## src/rtl/key_bank_pkg.sv

```systemverilog
// Shared constants and types for the multi-slot key store.
package key_bank_pkg;

    localparam logic OP_LOAD = 1'b0;
    localparam logic OP_ZERO = 1'b1;

    typedef enum logic [0:0] {
        ST_IDLE = 1'b0,
        ST_LOAD = 1'b1
    } state_e;

    // Index width that stays at least one bit for single-entry arrays.
    function automatic int unsigned idx_w(input int unsigned n);
        return (n > 1) ? $clog2(n) : 1;
    endfunction

endpackage

```

## src/rtl/key_bank_if.sv

```systemverilog
// Command, key-word stream and engine read port of the key store.
interface key_bank_if #(
    parameter int unsigned SLOTS     = 4,
    parameter int unsigned WORDS     = 8,
    parameter int unsigned WORD_SIZE = 32
) ();
    localparam int unsigned SW = key_bank_pkg::idx_w(SLOTS);
    localparam int unsigned LW = $clog2(WORDS + 1);
    localparam int unsigned KW = WORDS * WORD_SIZE;

    logic                 cmd_valid;
    logic                 cmd_ready;
    logic                 cmd_op;
    logic [SW-1:0]        cmd_slot;
    logic [LW-1:0]        cmd_len;
    logic                 cmd_err;
    logic                 wr_valid;
    logic                 wr_ready;
    logic [WORD_SIZE-1:0] wr_data;
    logic [SW-1:0]        rd_slot;
    logic                 rd_hold;
    logic [KW-1:0]        rd_key;
    logic [LW-1:0]        rd_len;
    logic                 rd_keyvalid;
    logic                 busy;

    modport master (
        output cmd_valid, cmd_op, cmd_slot, cmd_len,
        output wr_valid, wr_data,
        output rd_slot, rd_hold,
        input  cmd_ready, cmd_err, wr_ready,
        input  rd_key, rd_len, rd_keyvalid, busy
    );

    modport slave (
        input  cmd_valid, cmd_op, cmd_slot, cmd_len,
        input  wr_valid, wr_data,
        input  rd_slot, rd_hold,
        output cmd_ready, cmd_err, wr_ready,
        output rd_key, rd_len, rd_keyvalid, busy
    );

endinterface

```

## src/rtl/key_slot.sv

```systemverilog
// One key slot: WORDS data words, a length and a completion flag.
module key_slot
    import key_bank_pkg::*;
#(
    parameter int unsigned WORDS     = 8,
    parameter int unsigned WORD_SIZE = 32
) (
    input  logic                       clk,
    input  logic                       rst,
    input  logic                       clear,
    input  logic                       set_len,
    input  logic [$clog2(WORDS+1)-1:0] len_in,
    input  logic                       wr_en,
    input  logic [idx_w(WORDS)-1:0]    wr_idx,
    input  logic [WORD_SIZE-1:0]       wr_data,
    input  logic                       set_valid,
    output logic [WORDS*WORD_SIZE-1:0] words_o,
    output logic [$clog2(WORDS+1)-1:0] len_o,
    output logic                       valid_o
);
    localparam int unsigned LW = $clog2(WORDS + 1);

    logic [WORDS-1:0][WORD_SIZE-1:0] words_q, words_d;
    logic [LW-1:0]                   len_q, len_d;
    logic                            valid_q, valid_d;

    // Clear first so a LOAD can wipe the slot and set its new length together.
    always_comb begin
        words_d = words_q;
        len_d   = len_q;
        valid_d = valid_q;
        if (clear) begin
            words_d = '0;
            len_d   = '0;
            valid_d = 1'b0;
        end
        if (set_len) begin
            len_d = len_in;
        end
        if (wr_en) begin
            words_d[wr_idx] = wr_data;
        end
        if (set_valid) begin
            valid_d = 1'b1;
        end
    end

    always_ff @(posedge clk) begin
        if (rst) begin
            words_q <= '0;
            len_q   <= '0;
            valid_q <= 1'b0;
        end else begin
            words_q <= words_d;
            len_q   <= len_d;
            valid_q <= valid_d;
        end
    end

    assign words_o = words_q;
    assign len_o   = len_q;
    assign valid_o = valid_q;

endmodule

```

## src/rtl/key_bank.sv

```systemverilog
// Multi-slot key store: stream loader, zeroize, hold interlock and registered read mux.
module key_bank
    import key_bank_pkg::*;
#(
    parameter int unsigned SLOTS     = 4,
    parameter int unsigned WORDS     = 8,
    parameter int unsigned WORD_SIZE = 32
) (
    input  logic       clk,
    input  logic       rst,
    key_bank_if.slave  bus
);
    localparam int unsigned SW = idx_w(SLOTS);
    localparam int unsigned LW = $clog2(WORDS + 1);
    localparam int unsigned IW = idx_w(WORDS);
    localparam int unsigned KW = WORDS * WORD_SIZE;

    state_e          state_q, state_d;
    logic [LW-1:0]   cnt_q, cnt_d;
    logic [SW-1:0]   slot_q, slot_d;
    logic            cmd_err_q, cmd_err_d;
    logic [KW-1:0]   rd_key_q, rd_key_d;
    logic [LW-1:0]   rd_len_q, rd_len_d;
    logic            rd_keyvalid_q, rd_keyvalid_d;

    logic [SLOTS-1:0] slot_clear;
    logic [SLOTS-1:0] slot_set_len;
    logic [SLOTS-1:0] slot_wr_en;
    logic [SLOTS-1:0] slot_set_valid;
    logic [KW-1:0]    slot_words [SLOTS];
    logic [LW-1:0]    slot_len   [SLOTS];
    logic [SLOTS-1:0] slot_valid;

    logic            cmd_ready_c;
    logic            cmd_fire_c;
    logic            len_ok_c;
    logic [LW-1:0]   cur_len_c;
    logic [IW-1:0]   wr_idx_c;

    assign wr_idx_c  = IW'(cnt_q);
    assign cur_len_c = slot_len[slot_q];

    for (genvar g = 0; g < SLOTS; g++) begin : g_slot
        key_slot #(
            .WORDS     (WORDS),
            .WORD_SIZE (WORD_SIZE)
        ) u_slot (
            .clk       (clk),
            .rst       (rst),
            .clear     (slot_clear[g]),
            .set_len   (slot_set_len[g]),
            .len_in    (bus.cmd_len),
            .wr_en     (slot_wr_en[g]),
            .wr_idx    (wr_idx_c),
            .wr_data   (bus.wr_data),
            .set_valid (slot_set_valid[g]),
            .words_o   (slot_words[g]),
            .len_o     (slot_len[g]),
            .valid_o   (slot_valid[g])
        );
    end

    // Command acceptance, load sequencing and per-slot strobes.
    always_comb begin
        state_d        = state_q;
        cnt_d          = cnt_q;
        slot_d         = slot_q;
        cmd_err_d      = 1'b0;
        slot_clear     = '0;
        slot_set_len   = '0;
        slot_wr_en     = '0;
        slot_set_valid = '0;

        // Commands to the slot the engine is holding wait; others pass.
        cmd_ready_c = (state_q == ST_IDLE) &&
                      !(bus.rd_hold && (bus.cmd_slot == bus.rd_slot));
        cmd_fire_c  = bus.cmd_valid && cmd_ready_c;
        len_ok_c    = (bus.cmd_len != '0) && (bus.cmd_len <= LW'(WORDS));

        case (state_q)
            ST_IDLE: begin
                if (cmd_fire_c) begin
                    if (bus.cmd_op == OP_ZERO) begin
                        slot_clear[bus.cmd_slot] = 1'b1;
                    end else if (!len_ok_c) begin
                        cmd_err_d = 1'b1;
                    end else begin
                        slot_clear[bus.cmd_slot]   = 1'b1;
                        slot_set_len[bus.cmd_slot] = 1'b1;
                        slot_d  = bus.cmd_slot;
                        cnt_d   = '0;
                        state_d = ST_LOAD;
                    end
                end
            end
            ST_LOAD: begin
                if (bus.wr_valid) begin
                    slot_wr_en[slot_q] = 1'b1;
                    cnt_d = cnt_q + LW'(1);
                    if (cnt_q == (cur_len_c - LW'(1))) begin
                        slot_set_valid[slot_q] = 1'b1;
                        cnt_d   = '0;
                        state_d = ST_IDLE;
                    end
                end
            end
            default: begin
                state_d = ST_IDLE;
            end
        endcase
    end

    // Engine read mux, sampled one cycle behind the slot registers.
    always_comb begin
        rd_key_d      = slot_words[bus.rd_slot];
        rd_len_d      = slot_len[bus.rd_slot];
        rd_keyvalid_d = slot_valid[bus.rd_slot];
    end

    always_ff @(posedge clk) begin
        if (rst) begin
            state_q       <= ST_IDLE;
            cnt_q         <= '0;
            slot_q        <= '0;
            cmd_err_q     <= 1'b0;
            rd_key_q      <= '0;
            rd_len_q      <= '0;
            rd_keyvalid_q <= 1'b0;
        end else begin
            state_q       <= state_d;
            cnt_q         <= cnt_d;
            slot_q        <= slot_d;
            cmd_err_q     <= cmd_err_d;
            rd_key_q      <= rd_key_d;
            rd_len_q      <= rd_len_d;
            rd_keyvalid_q <= rd_keyvalid_d;
        end
    end

    assign bus.cmd_ready   = cmd_ready_c;
    assign bus.cmd_err     = cmd_err_q;
    assign bus.wr_ready    = (state_q == ST_LOAD);
    assign bus.busy        = (state_q != ST_IDLE);
    assign bus.rd_key      = rd_key_q;
    assign bus.rd_len      = rd_len_q;
    assign bus.rd_keyvalid = rd_keyvalid_q;

endmodule

```

## src/flat_wrapper.sv

```systemverilog
// flat-port wrapper written by rule: the top's interface ports become plain ports
module key_bank_flat import key_bank_pkg::*;
#(
    parameter int unsigned SLOTS     = 4,
    parameter int unsigned WORDS     = 8,
    parameter int unsigned WORD_SIZE = 32
)
  (clk, rst, bus_cmd_valid, bus_cmd_op, bus_cmd_slot, bus_cmd_len, bus_wr_valid, bus_wr_data, bus_rd_slot, bus_rd_hold, bus_cmd_ready, bus_cmd_err, bus_wr_ready, bus_rd_key, bus_rd_len, bus_rd_keyvalid, bus_busy);
  key_bank_if #(.SLOTS(SLOTS), .WORDS(WORDS), .WORD_SIZE(WORD_SIZE)) bus_i ();
  input  logic clk;
  input  logic rst;
  input wire logic [$bits(bus_i.cmd_valid)-1:0] bus_cmd_valid;
  input wire logic [$bits(bus_i.cmd_op)-1:0] bus_cmd_op;
  input wire logic [$bits(bus_i.cmd_slot)-1:0] bus_cmd_slot;
  input wire logic [$bits(bus_i.cmd_len)-1:0] bus_cmd_len;
  input wire logic [$bits(bus_i.wr_valid)-1:0] bus_wr_valid;
  input wire logic [$bits(bus_i.wr_data)-1:0] bus_wr_data;
  input wire logic [$bits(bus_i.rd_slot)-1:0] bus_rd_slot;
  input wire logic [$bits(bus_i.rd_hold)-1:0] bus_rd_hold;
  output wire logic [$bits(bus_i.cmd_ready)-1:0] bus_cmd_ready;
  output wire logic [$bits(bus_i.cmd_err)-1:0] bus_cmd_err;
  output wire logic [$bits(bus_i.wr_ready)-1:0] bus_wr_ready;
  output wire logic [$bits(bus_i.rd_key)-1:0] bus_rd_key;
  output wire logic [$bits(bus_i.rd_len)-1:0] bus_rd_len;
  output wire logic [$bits(bus_i.rd_keyvalid)-1:0] bus_rd_keyvalid;
  output wire logic [$bits(bus_i.busy)-1:0] bus_busy;
  assign bus_i.cmd_valid = bus_cmd_valid;
  assign bus_i.cmd_op = bus_cmd_op;
  assign bus_i.cmd_slot = bus_cmd_slot;
  assign bus_i.cmd_len = bus_cmd_len;
  assign bus_i.wr_valid = bus_wr_valid;
  assign bus_i.wr_data = bus_wr_data;
  assign bus_i.rd_slot = bus_rd_slot;
  assign bus_i.rd_hold = bus_rd_hold;
  assign bus_cmd_ready = bus_i.cmd_ready;
  assign bus_cmd_err = bus_i.cmd_err;
  assign bus_wr_ready = bus_i.wr_ready;
  assign bus_rd_key = bus_i.rd_key;
  assign bus_rd_len = bus_i.rd_len;
  assign bus_rd_keyvalid = bus_i.rd_keyvalid;
  assign bus_busy = bus_i.busy;
  key_bank #(.SLOTS(SLOTS), .WORDS(WORDS), .WORD_SIZE(WORD_SIZE)) u_core (.clk(clk), .rst(rst), .bus(bus_i));
endmodule
```

## config.mk

```make
export PLATFORM = sky130hd
export DESIGN_NAME = key_bank_flat
export DESIGN_NICKNAME = d
export VERILOG_FILES = /design/src/rtl/key_bank_pkg.sv /design/src/rtl/key_bank_if.sv /design/src/rtl/key_slot.sv /design/src/rtl/key_bank.sv /design/src/flat_wrapper.sv
export SDC_FILE = /design/constraint.sdc
export NUM_CORES = 2
export LEC_CHECK = 0
export ABC_AREA = 1
export CORE_MARGIN = 5
export CORE_UTILIZATION = 35
export CTS_BUF_LIST = sky130_fd_sc_hd__clkbuf_16
export DETAILED_ROUTE_END_ITERATION = 6
export HOLD_SLACK_MARGIN = 0.02
export PLACE_DENSITY = 0.51
export SYNTH_ARGS = -nofsm -noshare
export SYNTH_HDL_FRONTEND = slang
export SYNTH_SLANG_ARGS = --single-unit
```

## constraint.sdc

```tcl
create_clock -name clk -period 1.9 [get_ports clk]
set_clock_uncertainty 0.15 [all_clocks]
set_input_delay 0.19 -clock clk [delete_from_list [all_inputs] [get_ports clk]]
set_output_delay 0.19 -clock clk [all_outputs]
set_load 0.01 [all_outputs]
```

==> run_results.csv <==
group,metric,value,unit
status,status,"finished with violations",
status,violations,"setup timing",
sta,max_freq,487,MHz
detailed_routing,via_per_inst,5.41,
power_and_ir_drop,vdd_drop_max,0.618,mV
logic_synthesis,yosys.area.top_type_share,0.504,
detailed_routing,antenna_left,0,
sta,tightest_slew,767,ps
detailed_routing,wl_per_cell,22.8,um
place,port_buffers,310,
detailed_routing,route.detailed.drc,0,
sta,relSlewSlack,0.489,
floorplanning,fp-row-count,141,
logic_synthesis,synth_cell_types,22,
clocking,cts_tree,"done",
grt,grt_pass1_vias,47200,
sta,fin_crit,2060,ps
grt,antenna_found_initial,19,
critical_path,startpoint_type,"register",
power_and_ir_drop,cellLeakagePower,25.3,nW
detailed_routing,firstDrtPassIters,6,
critical_path,cp.required,2470,ps
clocking,clockBufferDepth,3,
floorplanning,die_x,396,um
layout,num-nets-final,7451,
grt,track_usage,0.252,
sta,rsz0062_at_grt,"yes",
logic_synthesis,ys_top_cells_by_area,"dfxtp_1 50%, o21ai_0 15%, a21oi_1 13%",
floorplanning,io_pins,311,
worst_hold_path,hold_start,"bus_rd_slot[0]",
floorplanning,die-area,0.157,sq mm
clocking,path_clk_slew,60,ps
layout,final_cells,9449,
logic_synthesis,syn_inst,7175,
layout,n_fill_cell,14600,
clocking,ctsHtreeMaxLevel,4,
place,post-dp-hpwl,110000,um
place,dpl.cell_count,9018,
floorplanning,fp.dieH,396,um
grt,grt_pass1_wl,307000,um
critical_path,setup.worst_path.class,"reg -> reg",
critical_path,worstReg2RegStart,"u_core.slot_q[0]",
sta,tns,-3780,ps
logic_synthesis,ys_seq_area_frac,0.504,
place,postPlaceCellArea,0.0592,sq mm
critical_path,path_max_fanout,8,
logic_synthesis,synth_top_area_cell,"dfxtp_1",
floorplanning,core,0.148,sq mm
sta,worst_slack,-155,ps
power_and_ir_drop,total_power,61.7,mW
floorplanning,start_util,0.353,
detailed_routing,num_vias,51100,
critical_path,reg2reg_slack,-160,ps
sta,timing_hold_violations_final,0,
grt,gr-total-overflow,0,
detailed_routing,wirelength,216000,um
grt,grt_start_max_net_pins,125,
run,drv_cap,0,
critical_path,cp.arrival,2630,ps
critical_path,cp-startpoint,"u_core.slot_q[0]",
layout,drive_above_1_share,0.121,
clocking,insertion_delay,810,ps
sta,fin_crit_sh,1.08,
sta,finalSetupViolCount,147,
logic_synthesis,ys_warn_count,0,
critical_path,worst_setup_path_end_kind,"register",
logic_synthesis,yosys_register_bits,1313,
layout,area_growth,29.5,%
logic_synthesis,syn-cell-area,0.0522,sq mm
sta,maxSlewViolCount,0,
place,gp_congestion,0.796,
power_and_ir_drop,p_per_area,913,mW/mm^2
clocking,root_buffer,"clkbuf_16",
logic_synthesis,avgSynthCellArea,7.27,sq um
logic_synthesis,syn_nets,7223,
worst_hold_path,hold_path.class,"in -> reg",
detailed_routing,dr.first_iter.drc_count,5275,
clocking,cts_buffers,150,
layout,final_area,0.0676,sq mm
clocking,cts_num_sinks,1313,
-- per-layer routing --
| layer | share of wire | routed length (um) | up-vias | GRT usage |
|---|---|---|---|---|
| li1 | - | - | 24500 | - |
| met1 | 0.43 | 93000 | 24300 | 0.337 |
| met2 | 0.45 | 97000 | 1935 | 0.393 |
| met3 | 0.071 | 15400 | 381 | 0.0458 |
| met4 | 0.048 | 10300 | 6 | 0.123 |
| met5 | 0.00019 | 40 | - | 0 |
-- final cells by class --
type                            count  area (sq um)  area share
Inverter                           19           104     0.00154
Clock buffer                      152          3800      0.0563
Tap cell                         1930          2410      0.0357
Clock inverter                    109           890      0.0132
Multi-Input combinational cell   5118         24000       0.355
Antenna cell                        7          17.5    0.000259
Timing Repair Buffer              801         10000       0.148
Sequential cell                  1313         26300       0.390
-- cell usage in the layout, fill, tap and decap left out, types with 4 or more instances in the layout --
cell,count
inv_1,40
o21ai_4,4
dfxtp_4,4
o21ai_2,91
a21oi_2,31
clkbuf_16,185
nand2_2,25
nand2_1,1089
dlygate4sd2_1,263
nor3_4,5
clkinv_1,29
o21ai_0,1207
buf_12,167
clkdlybuf4s50_1,9
buf_4,175
nor2_1,1050
dfxtp_1,1295
dlygate4sd3_1,39
a21oi_1,1283
dfxtp_2,14
bufinv_16,10
inv_16,4
buf_16,40
nand3_1,32
buf_2,34
nor3_1,11
buf_8,6
inv_6,5
nand2_8,21
buf_6,34
o21ai_1,247
clkinv_8,7
clkinv_2,23
diode_2,7
-- power by group --
part | switching, mW | total (mW) | leakage [nW] | internal [mW]
clock network | 12.3 | 28.2 | 2.41 | 15.9
logic | 3.66 | 5.46 | 12.3 | 1.80
registers | 0.129 | 28.0 | 10.6 | 27.8
-- cell usage after synthesis (all sizes together) --
| cell | count |
|---|---|
| buf | 144 |
| or2 | 1 |
| clkbuf | 582 |
| inv | 19 |
| nor4 | 1 |
| nand2 | 1137 |
| a31oi | 1 |
| ha | 2 |
| o21bai | 1 |
| o21ai | 1549 |
| a21oi | 1315 |
| nand3 | 35 |
| dfxtp | 1313 |
| nor3 | 17 |
| xor2 | 4 |
| nor2 | 1054 |
-- final timing paths --
path	endpoint	cells after the start
max	u_core.g_slot[2].u_slot.valid_o	13
min reg2reg	u_core.g_slot[1].u_slot.words_o[158]	2
min	u_core.bus.rd_key[12]	6
max reg2reg	u_core.g_slot[2].u_slot.valid_o	13
-- registers in the layout (all words and copies together), names as in the netlist --
signal,flops
u_core.g_slot.u_slot.words_o,1024
u_core.bus.rd_key,256
u_core.g_slot.u_slot.len_o,16
u_core.bus.rd_len,4
u_core.cnt_q,4
u_core.g_slot.u_slot.valid_o,4
u_core.slot_q,2
u_core.bus.busy,1
u_core.bus.cmd_err,1
u_core.bus.rd_keyvalid,1
-- cells by family after synthesis --
family | after synthesis | share of synthesized area
compound gates | 2866 | 0.275
flops | 1313 | 0.504
xor+xnor | 4 | 0.000671
simple gates | 2245 | 0.164
fa+ha+maj | 2 | 0.000480
buf+inv | 745 | 0.0560
-- repair_timing --
item / 4_1_cts / 5_1_grt
gates cloned: 39 / 44
setup buffers: 32 / 15
pin swaps: 16 / 26
hold buffers: 39 / 0
gates resized for setup: 557 / 361
hold endpoints to repair: 1236 / 0
setup endpoints to repair: 1245 / 999
-- critical path, stage by stage (launching register included) --
cell and delay, ps:
dfxtp_4 410, nor2_1 70, nand2_1 70, nand2_2 60, nor2_4 150, ha_4 180
xor2_4 160, o21bai_1 120, nand2_1 80, nor2_2 120, nand2_4 110, inv_6 90
nand2_1 60, a21oi_2 130
-- through the flow --
step	setup slack (ps)	util	hold slack, ps
after floorplan	-8.68	-	204
after global placement	-995	0.400	290
after detailed placement	-1010	0.400	295
after CTS	-172	0.444	22.0
after global routing	-317	0.456	83.4
final	-155	0.456	77.1
Power figures use the tool's default switching activity.
